<file path="config.mk">
export PLATFORM = sky130hd
export DESIGN_NAME = demux_1x2_stream_flat
export DESIGN_NICKNAME = d
export VERILOG_FILES = /design/src/rtl/demux_1x2_stream_pkg.sv /design/src/rtl/demux_1x2_stream_if.sv /design/src/rtl/demux_out_slot.sv /design/src/rtl/demux_1x2_stream.sv /design/src/flat_wrapper.sv
export SDC_FILE = /design/constraint.sdc
export NUM_CORES = 1
export LEC_CHECK = 0
export CORE_ASPECT_RATIO = 1.5
export CORE_MARGIN = 3
export CORE_UTILIZATION = 25
export CTS_BUF_LIST = sky130_fd_sc_hd__clkbuf_8
export DETAILED_ROUTE_END_ITERATION = 16
export GPL_TIMING_DRIVEN = 0
export PLACE_DENSITY = 0.51
export SYNTH_ARGS = -nofsm -noshare
export SYNTH_HDL_FRONTEND = slang
export SYNTH_SLANG_ARGS = --single-unit
</file>
<file path="constraint.sdc">
create_clock -name clk -period 1.7 [get_ports clk]
set_clock_uncertainty 0.1 [all_clocks]
set_input_delay 0.34 -clock clk [delete_from_list [all_inputs] [get_ports clk]]
set_output_delay 0.34 -clock clk [all_outputs]
set_load 0.05 [all_outputs]
</file>
<file path="src/rtl/demux_1x2_stream_pkg.sv">
// demux_pkg: channel codes, default widths and slot state type shared by the 1x2 stream demux
package demux_pkg;
  localparam logic CH_OUT0 = 1'b0;
  localparam logic CH_OUT1 = 1'b1;
  localparam int DEF_DW = 8;
  localparam int DEF_CNTW = 16;
  typedef enum logic {EMPTY, FULL} slot_state_e;
endpackage

</file>
<file path="src/rtl/demux_1x2_stream_if.sv">
// demux_1x2_stream_if: stream bundle (in_valid/in_sel/in_data/in_ready in, outN_valid/data/ready out, cnt0/cnt1 debug); master=source/sinks, slave=demux
interface demux_1x2_stream_if #(
  parameter int DW = 8,
  parameter int CNTW = 16
);
  logic in_valid;
  logic in_sel;
  logic [DW-1:0] in_data;
  logic in_ready;
  logic out0_valid;
  logic [DW-1:0] out0_data;
  logic out0_ready;
  logic out1_valid;
  logic [DW-1:0] out1_data;
  logic out1_ready;
  logic [CNTW-1:0] cnt0;
  logic [CNTW-1:0] cnt1;
  modport master (
    output in_valid, in_sel, in_data, out0_ready, out1_ready,
    input in_ready, out0_valid, out0_data, out1_valid, out1_data, cnt0, cnt1
  );
  modport slave (
    input in_valid, in_sel, in_data, out0_ready, out1_ready,
    output in_ready, out0_valid, out0_data, out1_valid, out1_data, cnt0, cnt1
  );
endinterface

</file>
<file path="src/rtl/demux_out_slot.sv">
// demux_out_slot: one-entry output register slice with saturating beat counter (ports clk, rst, load, load_data, valid, data, ready, free, cnt)
module demux_out_slot import demux_pkg::*; #(
  parameter int DW = DEF_DW,
  parameter int CNTW = DEF_CNTW
) (
  input  logic            clk,
  input  logic            rst,
  input  logic            load,
  input  logic [DW-1:0]   load_data,
  output logic            valid,
  output logic [DW-1:0]   data,
  input  logic            ready,
  output logic            free,
  output logic [CNTW-1:0] cnt
);
  slot_state_e r_state, w_state_nxt;
  logic [DW-1:0] r_data;
  logic [CNTW-1:0] r_cnt;
  logic w_drain;
  assign valid = r_state == FULL;
  assign w_drain = valid && ready;
  assign free = !valid || ready;
  assign data = r_data;
  assign cnt = r_cnt;
  always_comb begin
    w_state_nxt = load ? FULL : w_drain ? EMPTY : r_state;
  end
  always_ff @(posedge clk) begin
    if (rst) begin
      r_state <= EMPTY;
      r_data <= '0;
      r_cnt <= '0;
    end else begin
      r_state <= w_state_nxt;
      if (load) r_data <= load_data;
      if (w_drain && !(&r_cnt)) r_cnt <= r_cnt + 1'b1;
    end
  end
endmodule

</file>
<file path="src/rtl/demux_1x2_stream.sv">
// demux_1x2_stream: registered 1-to-2 stream demux (clk, rst, bus slave: in stream -> out0/out1 streams, cnt0/cnt1 beat counters)
module demux_1x2_stream import demux_pkg::*; #(
  parameter int DW = DEF_DW,
  parameter int CNTW = DEF_CNTW
) (
  input logic clk,
  input logic rst,
  demux_1x2_stream_if.slave bus
);
  logic w_free0, w_free1, w_accept;
  assign bus.in_ready = !rst && (bus.in_sel == CH_OUT1 ? w_free1 : w_free0);
  assign w_accept = bus.in_valid && bus.in_ready;
  demux_out_slot #(.DW(DW), .CNTW(CNTW)) u_slot0 (
    .clk       (clk),
    .rst       (rst),
    .load      (w_accept && bus.in_sel == CH_OUT0),
    .load_data (bus.in_data),
    .valid     (bus.out0_valid),
    .data      (bus.out0_data),
    .ready     (bus.out0_ready),
    .free      (w_free0),
    .cnt       (bus.cnt0)
  );
  demux_out_slot #(.DW(DW), .CNTW(CNTW)) u_slot1 (
    .clk       (clk),
    .rst       (rst),
    .load      (w_accept && bus.in_sel == CH_OUT1),
    .load_data (bus.in_data),
    .valid     (bus.out1_valid),
    .data      (bus.out1_data),
    .ready     (bus.out1_ready),
    .free      (w_free1),
    .cnt       (bus.cnt1)
  );
endmodule

</file>
<file path="src/flat_wrapper.sv">
// flat-port wrapper written by rule: the top's interface ports become plain ports
module demux_1x2_stream_flat import demux_pkg::*;
#(
  parameter int DW = DEF_DW,
  parameter int CNTW = DEF_CNTW
)
  (clk, rst, bus_in_valid, bus_in_sel, bus_in_data, bus_out0_ready, bus_out1_ready, bus_in_ready, bus_out0_valid, bus_out0_data, bus_out1_valid, bus_out1_data, bus_cnt0, bus_cnt1);
  demux_1x2_stream_if #(.DW(DW), .CNTW(CNTW)) bus_i ();
  input logic clk;
  input logic rst;
  input wire logic [$bits(bus_i.in_valid)-1:0] bus_in_valid;
  input wire logic [$bits(bus_i.in_sel)-1:0] bus_in_sel;
  input wire logic [$bits(bus_i.in_data)-1:0] bus_in_data;
  input wire logic [$bits(bus_i.out0_ready)-1:0] bus_out0_ready;
  input wire logic [$bits(bus_i.out1_ready)-1:0] bus_out1_ready;
  output wire logic [$bits(bus_i.in_ready)-1:0] bus_in_ready;
  output wire logic [$bits(bus_i.out0_valid)-1:0] bus_out0_valid;
  output wire logic [$bits(bus_i.out0_data)-1:0] bus_out0_data;
  output wire logic [$bits(bus_i.out1_valid)-1:0] bus_out1_valid;
  output wire logic [$bits(bus_i.out1_data)-1:0] bus_out1_data;
  output wire logic [$bits(bus_i.cnt0)-1:0] bus_cnt0;
  output wire logic [$bits(bus_i.cnt1)-1:0] bus_cnt1;
  assign bus_i.in_valid = bus_in_valid;
  assign bus_i.in_sel = bus_in_sel;
  assign bus_i.in_data = bus_in_data;
  assign bus_i.out0_ready = bus_out0_ready;
  assign bus_i.out1_ready = bus_out1_ready;
  assign bus_in_ready = bus_i.in_ready;
  assign bus_out0_valid = bus_i.out0_valid;
  assign bus_out0_data = bus_i.out0_data;
  assign bus_out1_valid = bus_i.out1_valid;
  assign bus_out1_data = bus_i.out1_data;
  assign bus_cnt0 = bus_i.cnt0;
  assign bus_cnt1 = bus_i.cnt1;
  demux_1x2_stream #(.DW(DW), .CNTW(CNTW)) u_core (.clk(clk), .rst(rst), .bus(bus_i));
endmodule
</file>
==> results of run 1 <==
==> cells in the final DEF, fill, tap and decap left out, types with 2 or more instances in the layout <==
| cell type | instances |
|---|---|
| clkbuf_2 | 9 |
| nor3_1 | 5 |
| nor3b_1 | 2 |
| a32oi_1 | 2 |
| dfxtp_4 | 25 |
| buf_6 | 4 |
| nor2_2 | 2 |
| nor2_1 | 30 |
| inv_1 | 4 |
| nand4_1 | 11 |
| clkdlybuf4s50_1 | 9 |
| or4_1 | 7 |
| clkbuf_8 | 7 |
| ha_4 | 2 |
| nand3_1 | 9 |
| or3_4 | 4 |
| mux2_2 | 5 |
| nand3_4 | 7 |
| nor4_1 | 2 |
| o21ai_0 | 6 |
| dfxtp_1 | 19 |
| a21oi_2 | 5 |
| mux2i_1 | 19 |
| nor4_4 | 5 |
| o31ai_1 | 10 |
| nor4b_4 | 2 |
| nand2_1 | 17 |
| dfxtp_2 | 6 |
| clkdlybuf4s15_2 | 12 |
| a21oi_1 | 13 |
| dlygate4sd2_1 | 14 |
| or4_4 | 3 |
| buf_4 | 38 |
| clkdlybuf4s15_1 | 19 |
| nor4_2 | 2 |
| o21ai_1 | 2 |
| nor2b_1 | 6 |
| or3_1 | 5 |
==> power by group through the flow <==
stage          clock network, mW  registers, mW  logic [mW]
6_report                   0.773           1.18       0.300
5_1_grt                    0.853           1.18       0.321
4_1_cts                    0.813           1.18       0.288
3_5_place_dp                   0           1.21       0.296
3_3_place_gp                   0           1.21       0.294
2_1_floorplan                  0           1.29      0.0917
==> cell families (layout without fill, tap and decap cells) <==
kind of cell	Yosys count	after routing
multiplexers	25	25
buffers and inverters	16	123
AO/OA/AOI/OAI	48	48
flip-flops	50	50
AND/OR/NAND/NOR	130	130
adder cells (fa/ha/maj)	2	2
==> per-layer routing <==
| layer | share of wire [%] | track usage, % | vias to the layer above |
|---|---|---|---|
| met5 | 0 | 0 | - |
| met4 | 1.5 | 4.66 | 0 |
| li1 | - | - | 1242 |
| met2 | 53 | 23.8 | 55 |
| met3 | 4.5 | 2.88 | 7 |
| met1 | 41 | 15.4 | 1160 |
==> worst paths after layout <==
path              slack, ps  cells after the start                    from                endpoint
setup reg to reg       -100                      5   u_core.u_slot0.cnt[1]  u_core.u_slot0.cnt[12]
hold reg to reg         400                      2  u_core.u_slot1.data[3]  u_core.u_slot1.data[3]
setup / recovery       -100                      5   u_core.u_slot0.cnt[1]  u_core.u_slot0.cnt[12]
hold / removal          340                      4          bus_out0_ready   u_core.u_slot0.cnt[2]
==> cell usage after synthesis (2+ instances only) <==
| library cell | number | area, um2 |
|---|---|---|
| inv_1 | 4 | 15.0 |
| mux2_2 | 5 | 56.3 |
| nand4_1 | 11 | 68.8 |
| dfxtp_1 | 50 | 1000 |
| or2_2 | 2 | 12.5 |
| nor3b_1 | 2 | 15.0 |
| nor3_1 | 6 | 30.0 |
| nor2b_1 | 7 | 43.8 |
| nor2_1 | 33 | 124 |
| o21ai_0 | 8 | 40.0 |
| nand3_1 | 13 | 65.1 |
| ha_1 | 2 | 25.0 |
| buf_2 | 2 | 10.0 |
| or3_1 | 9 | 56.3 |
| nand3_2 | 2 | 20.0 |
| nand2_1 | 17 | 63.8 |
| nor4_1 | 8 | 50.1 |
| nand2b_1 | 2 | 12.5 |
| and4_1 | 2 | 17.5 |
| or4_1 | 10 | 75.1 |
| a211oi_1 | 2 | 15.0 |
| nor4b_1 | 3 | 26.3 |
| a21oi_1 | 18 | 90.1 |
| o31ai_1 | 11 | 82.6 |
| clkbuf_1 | 6 | 22.5 |
| a32oi_1 | 2 | 17.5 |
| mux2i_1 | 19 | 190 |
==> state kept, by name, summed over array words and instances, names as in the netlist <==
name                  flops
u_core.u_slot0.cnt       16
u_core.u_slot0.data       8
u_core.u_slot0.valid      1
u_core.u_slot1.cnt       16
u_core.u_slot1.data       8
u_core.u_slot1.valid      1
==> timing repair <==
item	in CTS	in global routing
gates cloned	0	1
pin swaps	6	18
setup buffers	20	17
endpoints found under the setup margin	96	51
gates resized for setup	121	63
==> cell type report <==
type / count / area, um2
Fill cell: 939 / 5330
Multi-Input combinational cell: 205 / 1610
Sequential cell: 50 / 1100
Timing Repair Buffer: 102 / 891
Tap cell: 112 / 140
Clock buffer: 5 / 68.8
Buffer: 8 / 67.6
Clock inverter: 3 / 28.8
Inverter: 5 / 18.8
==> stage by stage <==
| step | hold WS (ps) | area [um2] | utilization, % | std cells | setup WS [ps] |
|---|---|---|---|---|---|
| final | 342 | 3930 | 42.5 | 490 | -97.9 |
| after global routing | 383 | 3930 | 42.5 | 490 | -206 |
| after CTS | 392 | 3670 | 39.6 | 474 | -124 |
| after detailed placement | 374 | 3340 | 36.1 | 447 | -1380 |
| after global placement | 376 | 3340 | 36.1 | 447 | -1340 |
| after floorplan | 380 | 2560 | - | 271 | -206 |
==> critical path: stages, from the launching register on <==
cell and delay (ps):
dfxtp_4 390, ha_4 150, nand3_4 120, or3_4 420
or4_1 400, a21oi_1 140
==> run_results.csv, run 1 <==
group,metric,value,unit
synth,synthCells,271,
clock_network,clkTransAtPathRegs,100,ps
sta,clock.fmax,556,MHz
cells_and_area,n_antenna_cell,0,
cells_and_area,drive_above_1_share,39.9,%
synth,yosysWarnings,0,
cells_and_area,nets,393,
sta,finalMaxSlewViolations,0,
power,seqPwrFrac,52.4,%
routing,drt-total-wl,7290,um
clock_network,cts_sinks,50,
synth,synth_edf_count,0,
global_route,grt_pass1_vias,2319,
clock_network,postCtsHoldBufs,0,
synth,netlist_area,2390,um2
placed_design,dp_hpwl,4900,um
routing,routed-via-count,2464,
floorplan,ioPinCount,65,
placed_design,io_buffers,64,
synth,synth-compound-area-share,12.8,%
synth,synth_xor_area_share,0,%
power,power.internal,1.58,mW
synth,synthDistinctLibCells,42,
floorplan,die_h,126,um
synth,synthSimpleGateAreaFrac,30.0,%
synth,synth_async_sr_flop_share,0,%
routing,vias_per_cell,5.03,
floorplan,initial_utilization,25.8,%
routing,first_pass_iters,4,
power,p_leak,1.44,nW
power,switching_share,30.0,%
min_path,hp-class,"input pin to flop",
global_route,grt.total_usage,13.3,%
routing,ant_nets,0,
routing,avgRoutedWirePerCell,14.9,um
floorplan,die_x,85.8,um
clock_network,cts_inserted_buffers,5,
global_route,grt_max_degree,19,
power,combPwrFrac,13.3,%
sta,tightestPinTransition,577,ps
run,maxCapViolations,0,
synth,ys_seq_elements,50,
synth,postSynthAreaPerCell,8.80,um2
run_status,status,"finished, violations left",
sta,rsz0062_at_grt,"yes",
sta,slew_headroom,61.5,%
sta,setup_tns,-878,ps
worst_setup_path,arrival,1960,ps
global_route,antenna_found_initial,0,
clock_network,cts_buffer_depth,2,
synth,yosysSeqAreaShare,42.0,%
power,vdd_ir_drop_max,0.307,mV
synth,synth_top_family_by_area,"simple AND/OR/NAND/NOR gates",
synth,synthMuxAreaShare,10.8,%
sta,period_minus_slack,1800,ps
global_route,overflow,0,
global_route,grt_pass1_wl,11500,um
worst_setup_path,crit_required,1860,ps
synth,synth-adder-area-share,1.05,%
sta,fin_crit_sh,106,%
cells_and_area,syn2layout_area_growth,64.7,%
run_status,violations,"negative setup slack",
sta,worst_slack,-97.9,ps
synth,synth_top_flop_cell,"dfxtp_1",
worst_setup_path,end_kind,"flop",
worst_setup_path,path_max_fanout,8,
sta,final-setup-viol-count,15,
power,switching_power,0.676,mW
floorplan,dieArea,10800,um2
worst_setup_path,critPathKind,"flop to flop",
routing,drc,0,
placed_design,globalplace.congestion,0.757,
synth,syn-num-nets,287,
clock_network,root_buffer,"clkbuf_8",
clock_network,insertion_delay,320,ps
clock_network,cts_tree,"done",
power,cellPowerDensity,573,nW/um2
floorplan,core,9250,um2
floorplan,rows,43,
power,p_clk_share,34.3,%
clock_network,htree_levels,2,
worst_setup_path,startpoint_type,"flop",
power,totalPowerFinal,2.25,mW
routing,drt_iter0_drc,122,
sta,hold_viol,0,
Power figures use the tool's default switching activity.
==> run 2, diff against run 1 <==
--- a/config.mk
+++ b/config.mk
@@ -8,10 +8,9 @@
 export CORE_ASPECT_RATIO = 1.5
 export CORE_MARGIN = 3
 export CORE_UTILIZATION = 25
-export CTS_BUF_LIST = sky130_fd_sc_hd__clkbuf_8
+export CTS_BUF_LIST = sky130_fd_sc_hd__clkbuf_4 sky130_fd_sc_hd__clkbuf_8
 export DETAILED_ROUTE_END_ITERATION = 16
 export GPL_TIMING_DRIVEN = 0
-export PLACE_DENSITY = 0.51
 export SYNTH_ARGS = -nofsm -noshare
 export SYNTH_HDL_FRONTEND = slang
 export SYNTH_SLANG_ARGS = --single-unit
==> run_results.csv, run 2 (synthesized netlist as in run 1, its figures left out) <==
group,metric,value,unit
floorplan,die_x,85.8,um
global_route,grt_pass1_vias,2394,
placed_design,dp_hpwl,4820,um
sta,period_minus_slack,1760,ps
routing,avgRoutedWirePerCell,14.2,um
routing,drt_iter0_drc,102,
routing,drt-total-wl,6840,um
run_status,status,"finished, violations left",
sta,slew_headroom,61.3,%
floorplan,rows,43,
floorplan,initial_utilization,25.8,%
sta,finalMaxSlewViolations,0,
floorplan,ioPinCount,65,
worst_setup_path,startpoint_type,"flop",
cells_and_area,nets,385,
cells_and_area,drive_above_1_share,37.0,%
power,p_leak,1.41,nW
routing,vias_per_cell,5.09,
cells_and_area,mostFrequentLayoutCell,"nor2_1",
min_path,hold_path.startpoint,"bus_out0_ready",
worst_setup_path,reg2reg_to,"u_core.u_slot1.cnt[15]",
sta,fin_crit_sh,103,%
worst_setup_path,arrival,1860,ps
worst_setup_path,path_max_fanout,6,
placed_design,io_buffers,64,
cells_and_area,final_cell_area,3800,um2
clock_network,cts_inserted_buffers,5,
clock_network,clkTransAtPathRegs,110,ps
sta,final-setup-viol-count,5,
worst_setup_path,crit_required,1800,ps
sta,tightestPinTransition,579,ps
min_path,min_to,"u_core.u_slot0.valid",
worst_setup_path,end_kind,"flop",
global_route,overflow,0,
worst_setup_path,critPathKind,"flop to flop",
placed_design,globalplace.congestion,0.739,
sta,worst_slack,-59.0,ps
clock_network,root_buffer,"clkbuf_8",
placed_design,place_area,3340,um2
clock_network,insertion_delay,320,ps
global_route,grt_pass1_wl,11600,um
power,vdd_ir_drop_max,0.469,mV
run,maxCapViolations,0,
sta,setup_tns,-108,ps
min_path,whs_path_depth,3,
routing,routed-via-count,2452,
floorplan,dieArea,10800,um2
global_route,grt_max_degree,19,
clock_network,htree_levels,2,
routing,ant_nets,0,
sta,rsz0062_at_grt,"yes",
worst_setup_path,ff2ff_setup_slack,-60,ps
global_route,antenna_found_initial,0,
cells_and_area,syn2layout_area_growth,59.5,%
routing,first_pass_iters,4,
sta,clock.fmax,568,MHz
global_route,grt.total_usage,13.1,%
floorplan,die_h,126,um
clock_network,cts_buffer_depth,2,
min_path,hp-class,"input pin to flop",
clock_network,cts_sinks,50,
power,totalPowerFinal,2.24,mW
clock_network,cts_tree,"done",
worst_setup_path,reg2regPathDepth,5,
power,cellPowerDensity,589,nW/um2
floorplan,core,9250,um2
worst_setup_path,timing.rr.start,"u_core.u_slot1.cnt[2]",
routing,drc,0,
cells_and_area,fill_cells,951,
run_status,violations,"negative setup slack",
sta,hold_viol,0,
cells_and_area,layout_common_cells,"nor2_1 (31), buf_4 (26), dfxtp_4 (25)",
cells_and_area,n_antenna_cell,0,
==> run 2: changes by cell type in the layout (fill, tap and decap cells not counted), sizes merged <==
cell,change
dlygate4sd2,+6
buf,-9
clkdlybuf4s18,-1
clkbuf,+3
clkdlybuf4s15,-7
==> run 2: worst max-delay path by stage <==
stage                          startpoint                      to  slack (ps)  cells past startpoint
finish              u_core.u_slot1.cnt[2]  u_core.u_slot1.cnt[15]         -60                      5
global route        u_core.u_slot0.cnt[6]   u_core.u_slot0.cnt[6]        -120                      6
CTS                 u_core.u_slot0.cnt[6]  u_core.u_slot0.cnt[15]        -130                      4
detailed placement                    rst            bus_in_ready       -1320                      5
global placement                      rst            bus_in_ready       -1310                      5
floorplan           u_core.u_slot0.cnt[4]  u_core.u_slot0.cnt[15]        -210                      5
==> run 2: cell type report <==
class | instances | area [um2] | share of cell area (%)
Timing Repair Buffer | 92 | 806 | 21.2
Inverter | 5 | 18.8 | 0.493
Clock inverter | 3 | 28.8 | 0.756
Tap cell | 112 | 140 | 3.68
Buffer | 10 | 104 | 2.73
Multi-Input combinational cell | 205 | 1540 | 40.4
Sequential cell | 50 | 1100 | 29.0
Clock buffer | 5 | 68.8 | 1.81
==> run 2: timing repair <==
action                                  CTS  global route
resized for setup                       111            54
endpoints found under the setup margin   97            49
setup buffers                            11            17
pin swaps                                 5             9
hold buffers                              0             0
==> run 2: critical path: stages, from the launching register on <==
cell and delay, ps:
dfxtp_4 390, nand3_4 90, or3_1 390, buf_6 140, nor4_4 220, mux2_4 320
==> run 2: report_power, final <==
group          leakage [nW]  total (mW)  switching [mW]  internal, mW
registers             0.428        1.18          0.0199          1.16
logic                 0.929       0.296           0.188         0.108
clock network        0.0506       0.765           0.456         0.309
==> run 2: per-stage QoR <==
stage	cells	util [%]	setup WS, ps	hold WS (ps)
after floorplan	271	-	-206	380
after global placement	447	36.1	-1310	374
after detailed placement	447	36.1	-1320	380
after CTS	465	38.7	-130	394
after global routing	482	41.1	-122	344
final	482	41.1	-59.0	337
==> run 2: metal layers <==
metal | GRT usage [%] | vias to the layer above | share of wire, %
met5 | 0 | - | 0
met4 | 4.66 | 0 | 1.4
met3 | 3.01 | 5 | 4.2
met2 | 22.5 | 44 | 52
met1 | 15.8 | 1182 | 42
li1 | - | 1221 | -
==> run 3, diff against run 2 <==
--- a/config.mk
+++ b/config.mk
@@ -5,6 +5,7 @@
 export SDC_FILE = /design/constraint.sdc
 export NUM_CORES = 1
 export LEC_CHECK = 0
+export ABC_AREA = 1
 export CORE_ASPECT_RATIO = 1.5
 export CORE_MARGIN = 3
 export CORE_UTILIZATION = 25
==> run_results.csv, run 3 <==
group,metric,value,unit
synth,synthTopCellsByCount,"nand2_1 (116), nor2_1 (66), dfxtp_1 (50), a21oi_1 (30), inv_1 (25)",
floorplan,ioPinCount,65,
sta,rsz0062_at_grt,"yes",
worst_setup_path,path_max_fanout,3,
synth,synthDistinctLibCells,22,
clock_network,cts_buffer_depth,2,
placed_design,dp_hpwl,5460,um
synth,ys_seq_elements,50,
worst_setup_path,crit_required,1260,ps
min_path,hp-class,"input pin to flop",
cells_and_area,fill_cells,1103,
cells_and_area,mostFrequentLayoutCell,"nand2_1",
worst_setup_path,startpoint_type,"flop",
cells_and_area,final_cell_area,3620,um2
global_route,grt_max_degree,19,
worst_setup_path,arrival,1260,ps
worst_setup_path,reg2regPathDepth,9,
run_status,status,"finished, violations left",
synth,postSynthAreaPerCell,6.67,um2
global_route,globalRouteMet3Util,2.21,%
floorplan,dieArea,11500,um2
sta,final-setup-viol-count,1,
floorplan,die_h,130,um
power,switching_power,0.659,mW
power,switching_share,29.4,%
synth,synthCells,383,
global_route,grtUsageMet1,16.0,%
routing,drt-total-wl,7600,um
global_route,grt_pass1_wl,12100,um
placed_design,globalplace.congestion,0.848,
synth,yosysSeqAreaShare,39.2,%
worst_setup_path,ff2ff_setup_slack,80,ps
floorplan,core,9800,um2
worst_setup_path,reg2reg_to,"u_core.u_slot1.cnt[14]",
power,cellPowerDensity,619,nW/um2
min_path,hold_path.startpoint,"bus_out1_ready",
worst_setup_path,end_kind,"output port",
global_route,grt.total_usage,13.2,%
run_status,violations,"negative setup slack",
sta,finalMaxSlewViolations,0,
floorplan,initial_utilization,26.1,%
clock_network,postCtsHoldBufs,0,
clock_network,cts_inserted_buffers,5,
floorplan,rows,44,
global_route,antenna_found_initial,0,
clock_network,insertion_delay,320,ps
clock_network,htree_levels,2,
routing,ant_nets,0,
power,vdd_ir_drop_max,0.458,mV
sta,fin_crit_sh,100,%
cells_and_area,n_antenna_cell,0,
synth,synth_async_sr_flop_share,0,%
run,maxCapViolations,0,
power,power.internal,1.58,mW
routing,avgRoutedWirePerCell,13.1,um
cells_and_area,syn2layout_area_growth,41.8,%
global_route,grt_pass1_vias,2535,
placed_design,place_area,3370,um2
global_route,overflow,0,
sta,worst_slack,-2.27,ps
clock_network,clkTransAtPathRegs,110,ps
power,p_clk_share,34.2,%
power,seqPwrFrac,53.6,%
synth,yosysTopAreaCell,"dfxtp_1",
sta,period_minus_slack,1700,ps
global_route,busiest_layer,"met2",
floorplan,die_x,88.5,um
power,p_leak,1.43,nW
synth,synth.top_cell.area_share,39.2,%
routing,vias_per_cell,4.70,
cells_and_area,layout_common_cells,"nand2_1 (114), nor2_1 (62), a21oi_1 (30)",
synth,synth.area.top_cells,"dfxtp_1 (39%), nand2_1 (17%), nor2_1 (9.7%), a21oi_1 (5.9%), nand4_1 (4.7%)",
synth,netlist_area,2550,um2
global_route,grt_util_met2,23.0,%
clock_network,cts_sinks,50,
clock_network,cts_tree,"done",
min_path,min_to,"u_core.u_slot1.valid",
cells_and_area,drive_above_1_share,22.5,%
synth,syn-num-nets,399,
sta,slew_headroom,55.1,%
clock_network,root_buffer,"clkbuf_8",
routing,drt_iter0_drc,85,
sta,clock.fmax,587,MHz
cells_and_area,finalCoreUtilization,37.0,%
cells_and_area,nets,482,
synth,yosysWarnings,0,
sta,hold_viol,0,
sta,tightestPinTransition,673,ps
routing,routed-via-count,2738,
worst_setup_path,timing.rr.start,"u_core.u_slot1.cnt[1]",
min_path,whs_path_depth,4,
power,combPwrFrac,12.3,%
synth,synth_edf_count,0,
routing,first_pass_iters,4,
placed_design,io_buffers,63,
synth,post-synth-top-count-cell,"nand2_1",
synth,synth_top_flop_cell,"dfxtp_1",
routing,drc,0,
worst_setup_path,critPathKind,"flop to output port",
run 3: cells by family after synthesis:
group / count (synthesis) / share of synthesized area [%]
simple gates: 235 / 39.0
flops: 50 / 39.2
compound gates: 46 / 9.89
buf+inv: 38 / 6.86
xor+xnor: 12 / 4.11
fa+ha+maj: 2 / 0.979
run 3: worst max-delay path by stage:
stage                     slack, ps              startpoint                     end
after CTS                      -170          bus_out1_ready            bus_in_ready
after detailed placement       -930          bus_out1_ready            bus_in_ready
final                            -2    u_core.u_slot0.valid            bus_in_ready
after global placement         -910          bus_out1_ready            bus_in_ready
after floorplan                   5  u_core.u_slot0.cnt[13]  u_core.u_slot0.cnt[13]
after global routing            -80    u_core.u_slot0.valid            bus_in_ready
run 3: routing by layer:
layer / vias up / routed length [um]
met5: - / 0
met4: 0 / 106
met3: 6 / 244
met2: 45 / 4050
met1: 1289 / 3210
li1: 1398 / -
run 3: area by class of cell:
| class | count | area [um2] | area share [%] |
|---|---|---|---|
| multi-input combinational | 295 | 1480 | 40.8 |
| sequential | 50 | 1040 | 28.8 |
| timing repair buffer | 76 | 673 | 18.6 |
| tap | 115 | 144 | 3.97 |
| inverter | 26 | 101 | 2.80 |
| buffer | 12 | 86.3 | 2.38 |
| clock buffer | 5 | 68.8 | 1.90 |
| clock inverter | 3 | 26.3 | 0.725 |
run 3: timing repair:
| action | CTS | global route |
|---|---|---|
| endpoints found under the setup margin | 78 | 74 |
| gates resized for setup | 91 | 62 |
| cloned | 0 | 4 |
| pin swaps | 0 | 8 |
| setup buffers | 1 | 8 |
| endpoints found under the hold margin | 0 | 0 |
run 3: metrics by stage:
step | worst slack [ps] | hold slack [ps] | setup TNS, ps | total power [mW] | std cells
after floorplan | 4.81 | 302 | 0 | 1.39 | 383
after global placement | -908 | 349 | -12780 | 1.49 | 561
after detailed placement | -926 | 359 | -14400 | 1.49 | 561
after CTS | -166 | 296 | -166 | 2.25 | 570
after global routing | -80.0 | 259 | -129 | 2.35 | 582
final | -2.27 | 231 | -2.27 | 2.24 | 582
run 3: power by group through the flow:
| stage | combinational (mW) | sequential [mW] | clock (mW) |
|---|---|---|---|
| floorplan | 0.0870 | 1.30 | 0 |
| global placement | 0.263 | 1.23 | 0 |
| detailed placement | 0.266 | 1.23 | 0 |
| CTS | 0.257 | 1.20 | 0.793 |
| finish | 0.275 | 1.20 | 0.767 |
| global route | 0.296 | 1.21 | 0.849 |
run 3: critical path: stages, from the launching register on:
cell and delay, ps:
dfxtp_2 370, inv_2 50, nor3_4 210, nor2_4 60, buf_6 120, buf_8 140
